===== src/rtl/tick_scheduler_pkg.sv =====
// ----------------------------------------------------------------------------
// tick_scheduler_pkg
// Shared definitions for the tick scheduler:
//   - mode_e        : configuration mode encoding carried on cfg_mode
//   - state_e       : scheduler FSM states
//   - DEFAULT_DIV_C : divisor loaded at reset (10 Hz tick from a 74 MHz clock)
//   - mode_to_state : maps a valid mode onto the state it starts
// ----------------------------------------------------------------------------
package tick_scheduler_pkg;

    localparam int unsigned DEFAULT_DIV_C = 7400000;

    typedef enum logic [1:0] {
        MODE_STOP    = 2'b00,
        MODE_RUN     = 2'b01,
        MODE_ONESHOT = 2'b10,
        MODE_RSVD    = 2'b11
    } mode_e;

    typedef enum logic [1:0] {
        ST_IDLE    = 2'b00,
        ST_RUN     = 2'b01,
        ST_ONESHOT = 2'b10
    } state_e;

    function automatic state_e mode_to_state(input mode_e m);
        case (m)
            MODE_RUN:     return ST_RUN;
            MODE_ONESHOT: return ST_ONESHOT;
            default:      return ST_IDLE;
        endcase
    endfunction

endpackage


===== src/rtl/tick_scheduler.sv =====
// ----------------------------------------------------------------------------
// tick_scheduler
// Programmable period generator. A configuration (divisor + mode) is accepted
// through a valid/ready handshake. In IDLE it starts immediately; while running
// it is parked in shadow registers and takes effect on the next tick edge, so
// a period is never truncated or stretched.
//
// Ports
//   clk_74    in   single clock, rising edge
//   reset     in   asynchronous, active-high reset
//   cfg_valid in   configuration request valid
//   cfg_ready out  configuration can be accepted this cycle
//   cfg_div   in   requested period in clk_74 cycles (0 is rejected)
//   cfg_mode  in   00 stop, 01 continuous, 10 one-shot, 11 reserved (rejected)
//   tick      out  registered one-cycle pulse per period (constant high at div 1)
//   clk_out   out  square wave toggling on every tick
//   busy      out  state is not IDLE
//   err       out  one-cycle pulse after a rejected configuration
// ----------------------------------------------------------------------------
module tick_scheduler
    import tick_scheduler_pkg::*;
#(
    parameter int          CNT_W       = 32,
    parameter int unsigned DEFAULT_DIV = DEFAULT_DIV_C
) (
    input  logic             clk_74,
    input  logic             reset,
    input  logic             cfg_valid,
    output logic             cfg_ready,
    input  logic [CNT_W-1:0] cfg_div,
    input  logic [1:0]       cfg_mode,
    output logic             tick,
    output logic             clk_out,
    output logic             busy,
    output logic             err
);

    localparam logic [CNT_W-1:0] DIV_RST = CNT_W'(DEFAULT_DIV);
    localparam logic [CNT_W-1:0] ONE     = CNT_W'(1);

    state_e           r_state;
    logic [CNT_W-1:0] r_cnt;
    logic [CNT_W-1:0] r_div;
    logic [CNT_W-1:0] r_sh_div;
    mode_e            r_sh_mode;
    logic             r_pending;
    logic             r_tick;
    logic             r_clk_out;
    logic             r_err;

    state_e           w_state_nxt;
    logic [CNT_W-1:0] w_cnt_nxt;
    logic [CNT_W-1:0] w_div_nxt;
    logic [CNT_W-1:0] w_sh_div_nxt;
    mode_e            w_sh_mode_nxt;
    logic             w_pending_nxt;
    logic             w_clk_nxt;
    logic             w_tick_nxt;
    logic             w_err_nxt;

    mode_e            w_cfg_mode;
    logic             w_ready;
    logic             w_accept;
    logic             w_cfg_bad;
    logic             w_cfg_ok;

    assign w_cfg_mode = mode_e'(cfg_mode);
    assign w_ready    = (r_state == ST_IDLE) || !r_pending;
    assign w_accept   = cfg_valid && w_ready;
    assign w_cfg_bad  = (cfg_div == '0) || (w_cfg_mode == MODE_RSVD);
    assign w_cfg_ok   = w_accept && !w_cfg_bad;

    always_comb begin
        w_state_nxt   = r_state;
        w_cnt_nxt     = r_cnt;
        w_div_nxt     = r_div;
        w_sh_div_nxt  = r_sh_div;
        w_sh_mode_nxt = r_sh_mode;
        w_pending_nxt = r_pending;
        w_clk_nxt     = r_clk_out;
        w_err_nxt     = w_accept && w_cfg_bad;

        case (r_state)
            ST_IDLE: begin
                if (w_cfg_ok) begin
                    w_div_nxt   = cfg_div;
                    w_cnt_nxt   = '0;
                    w_state_nxt = mode_to_state(w_cfg_mode);
                end
            end
            default: begin
                // r_tick high means the counter sits on div_q-1: this edge
                // closes the period, so it is the only place div_q may change.
                if (r_tick) begin
                    w_cnt_nxt = '0;
                    w_clk_nxt = ~r_clk_out;
                    if (r_pending) begin
                        w_div_nxt     = r_sh_div;
                        w_state_nxt   = mode_to_state(r_sh_mode);
                        w_pending_nxt = 1'b0;
                    end else if (r_state == ST_ONESHOT) begin
                        w_state_nxt = ST_IDLE;
                    end
                end else begin
                    w_cnt_nxt = r_cnt + ONE;
                end

                // Acceptance here implies the pending flag was clear, so the
                // shadow is free. The one exception is a one-shot finishing on
                // this very edge: there is no later tick to defer to, so the
                // request starts a fresh period just as it would from IDLE.
                if (w_cfg_ok) begin
                    if (w_state_nxt == ST_IDLE) begin
                        w_div_nxt   = cfg_div;
                        w_cnt_nxt   = '0;
                        w_state_nxt = mode_to_state(w_cfg_mode);
                    end else begin
                        w_sh_div_nxt  = cfg_div;
                        w_sh_mode_nxt = w_cfg_mode;
                        w_pending_nxt = 1'b1;
                    end
                end
            end
        endcase

        // Tick is registered from next-state values so it lines up exactly
        // with the cycle in which the counter holds div_q-1.
        w_tick_nxt = (w_state_nxt != ST_IDLE) && (w_cnt_nxt == (w_div_nxt - ONE));
    end

    always_ff @(posedge clk_74 or posedge reset) begin
        if (reset) begin
            r_state   <= ST_IDLE;
            r_cnt     <= '0;
            r_div     <= DIV_RST;
            r_sh_div  <= '0;
            r_sh_mode <= MODE_STOP;
            r_pending <= 1'b0;
            r_tick    <= 1'b0;
            r_clk_out <= 1'b0;
            r_err     <= 1'b0;
        end else begin
            r_state   <= w_state_nxt;
            r_cnt     <= w_cnt_nxt;
            r_div     <= w_div_nxt;
            r_sh_div  <= w_sh_div_nxt;
            r_sh_mode <= w_sh_mode_nxt;
            r_pending <= w_pending_nxt;
            r_tick    <= w_tick_nxt;
            r_clk_out <= w_clk_nxt;
            r_err     <= w_err_nxt;
        end
    end

    assign cfg_ready = w_ready;
    assign tick      = r_tick;
    assign clk_out   = r_clk_out;
    assign busy      = (r_state != ST_IDLE);
    assign err       = r_err;

endmodule


===== config.mk =====
export PLATFORM = sky130hd
export DESIGN_NAME = tick_scheduler
export DESIGN_NICKNAME = d
export VERILOG_FILES = /design/src/rtl/tick_scheduler_pkg.sv /design/src/rtl/tick_scheduler.sv
export SDC_FILE = /design/constraint.sdc
export NUM_CORES = 1
export LEC_CHECK = 0
export ABC_AREA = 1
export ABC_CLOCK_PERIOD_IN_PS = 4720
export CAP_MARGIN = 20
export CORE_AREA = 2 2 151 123
export CTS_BUF_LIST = sky130_fd_sc_hd__clkbuf_16
export DETAILED_ROUTE_END_ITERATION = 10
export DIE_AREA = 0 0 153 125
export GPL_TIMING_DRIVEN = 0
export HOLD_SLACK_MARGIN = 0.08
export PLACE_DENSITY_LB_ADDON = 0.1
export SLEW_MARGIN = 20
export SYNTH_ARGS = -nofsm -noshare
export SYNTH_HDL_FRONTEND = slang
export SYNTH_SLANG_ARGS = --single-unit
export TNS_END_PERCENT = 50

===== constraint.sdc =====
create_clock -name clk_74 -period 4.72 [get_ports clk_74]
set_input_delay 0.472 -clock clk_74 [delete_from_list [all_inputs] [get_ports clk_74]]
set_output_delay 0.472 -clock clk_74 [all_outputs]
set_load 0.02 [all_outputs]

==> impl_results.md <==
* Int Pwr at 2130 uW
* Worst hold path class: reg2reg
* Maxcap violations at 0
* PnR Total Power at 3940 uW
* Vias in the first global route at 8712
* Mapped cell area at 8700 um^2
* Yosys cell types at 46
* First-pass GRT wire length at 47200 um
* Final wirelength at 29500 um
* Async SR Flop Fraction at 1.00
* H-tree Lvls at 3
* Pre-CTS setup slack at 421 ps
* Drc violations at 0
* Max Freq at 248 MHz
* Endpoint of the worst hold path: clk_out
* Post-layout instance area at 9690 um^2
* Root buf cell: clkbuf_16
* Share of cells above drive strength 1 at 0.0840
* Final hold vios at 0
* Yosys top cell by area: dfrtp_1
* Total track usage at 0.314
* Via count at 9376
* Status: finished, final reports clean
* Yosys warns at 0
* Post-synth EDFFs at 0
* Fraction of the yosys area taken by sequential cells at 0.301
* Initial antenna violation count at 0
* Initial Util at 0.489
* Drt first pass iters at 5
* Worst-case clock buffer depth at 2
* Grt total ovfl at 0
* Final ANT Viol Nets at 0
* Lkg Pwr at 0.00486 uW
* Peak supply drop at 0.000209 V
* Number of placement rows at 44
* Cell count after placement at 1714
* Synth top area share at 0.273
* Fin Hold WS at 481 ps
* RSZ-0062 raised after global routing: no
* Setup Viol. Count Final at 0
* Crit-path slowest cell: clkdlybuf4s50_1
* GPL Wtd Cong at 0.922
* WP data required at 5020 ps
* R2R depth at 26
* Post-DR vias/cell at 5.42
* Critical path class: in2reg
* Synth Area in XOR/XNOR at 0.0252
* Area delta synth->final at 11.5%
* Max_slew headroom at 0.421
* Area of the multi-input gates at 5080 um^2
* Setup ws final at 688 ps
* CTS buffer count at 9
* Slew Viols, Final at 0
* Crit end category: flip-flop
* Post-Synth Adder-Cell Area at 0.00288
* Sink Count at 104
* Number of I/O port buffers at 41
* # IOs at 42
* Setup Fix Bufs, Post-CTS at 0
* Layout Nets at 1534
* Power Density at 407 nW/um^2
* Slowest stage delay, CP at 540 ps
* Worst path bufs/invs at 5
* Worst path depth at 26
* CP startpoint kind: primary input
* Main combinational cell family by area after synthesis: simple AND/OR/NAND/NOR gates
* Post-CTS sizing at 0
* Post-synthesis simple-gate area fraction at 0.460
* Largest net degree at the start of global routing at 60
* Top post-synthesis cells by area: dfrtp_1 27%, nand2_1 25%, nand3_1 8.6%, inv_1 7.1%, o21ai_0 5.1%
* Die width at 153 um
* Wire per inst at 17.0 um
* Mean post-synth cell area at 6.03 um^2
* CP dominant cell by count: nand2_1
* Most common cell after layout, fill and taps aside: nand2_1
* Fill count at 1874
* Worst R2R Start: tick
* Most frequent cells in the layout: 579 x nand2_1, 165 x inv_1, 150 x nand3_1, 109 x nor2_1, 95 x dfrtp_1
* Commonest register cell after synthesis: dfrtp_1
* Hold Path Stages at 1
* Final period util at 0.854
* Final Skew at 12.9 ps
* Initial drt markers at 852
* Reg power frac at 0.324
* Placed Area at 9430 um^2
* HPWL after DPL at 22100 um
* R2r setup slk at 1100 ps
* Worst-Skew Late Latency at 370 ps
* Arrival time worst endpoint at 4330 ps
* Mux contribution to synthesized area at 0.00115
* Logic pwr share at 0.490
* Post-Syn Instances at 1442
* Flops & latches, synth at 104
* Finished Layout Cells at 1731
* Clock slew at reported path FFs at 80 ps
* Clk pwr share at 0.186
* CTS tree: yes
* Register area at 2610 um^2
* Switch Pwr at 1810 uW
* Worst hold start: clk_out
* Largest fanout on the critical path at 10
* Core area at 17800 um^2
* Sw Share at 0.459
* Delay-heaviest family, CP: simple AND/OR/NAND/NOR gates
* Total die area at 19100 um^2
* Syn_nets at 1481
* FF-to-FF End: tick
* Synth Area in Compound Gates at 0.0951
* Hold buffers post-CTS at 0
* Min Clock Period, post-route at 4030 ps
* Worst Max-Slew Pin Slew at 869 ps
* Die Span Y at 125 um
[flip-flops by register name, summed over array words and instances, names as in the netlist]
name       flops
r_cnt         32
r_div         32
r_sh_div      32
r_sh_mode      2
r_state        2
clk_out        1
err            1
r_pending      1
tick           1
[layout make-up]
type                    instances  area share
clock inverters                 7     0.00413
well taps                     230      0.0297
flip-flops and latches        104       0.270
inverters                     176      0.0689
multi-input cells            1107       0.524
diodes                          1    0.000258
repair buffers                 42      0.0452
clock buffers                   9      0.0232
plain buffers                  55      0.0351
[how the worst max path moves through the flow]
stage	end	slack [ps]	from
after global placement	tick	-370	reset
after floorplan	clk_out	1530	reset
final	tick	690	cfg_div[22]
after CTS	tick	780	cfg_div[22]
after detailed placement	tick	420	cfg_div[22]
after global routing	tick	280	cfg_div[22]
[cells in the mapped netlist, types with 2 or more instances]
cell type / number
o21bai_1: 2
nand2_1: 579
o21ai_1: 31
dfstp_2: 9
a21boi_0: 2
nand4_1: 15
o21ai_2: 2
nand3b_1: 6
nor4_1: 4
nand2_4: 5
xnor2_1: 6
a21oi_1: 4
inv_2: 10
nor2_4: 9
nand3_1: 150
o22ai_1: 5
o21ai_0: 89
nand3_2: 2
buf_1: 9
dfrtp_1: 95
nor3_1: 9
xor2_1: 19
nor3_2: 2
ha_1: 2
nand2_2: 18
clkbuf_1: 11
buf_6: 10
nor2_1: 109
or2_2: 5
buf_4: 7
o211ai_1: 12
buf_2: 17
inv_1: 165
nor2_2: 10
[cell families after synthesis]
logic type	after synthesis
and+or+nand+nor	927
buffers and inverters	231
AOI/OAI and AO/OA	152
DFF	104
xor gates and xnor gates	25
adders and majority gates	2
muxes	1
[through the flow]
step,TNS (ps),utilization
floorplan,0,-
global placement,-34750,0.528
detailed placement,0,0.530
CTS,0,0.545
global route,0,0.545
finish,0,0.545
[routing by layer]
metal / track usage / wire length, um
met1: 0.461 / 13500
met2: 0.475 / 12500
met3: 0.0620 / 2790
met4: 0.0839 / 656
met5: 0 / 0
[power by group through the flow]
stage | registers, uW | logic [uW] | clock network, uW
detailed placement | 1290 | 1890 | 0
finish | 1280 | 1930 | 735
CTS | 1270 | 1900 | 739
global route | 1310 | 2170 | 773
global placement | 1280 | 1860 | 0
floorplan | 1260 | 1410 | 0
Power figures use the tool's default switching activity.
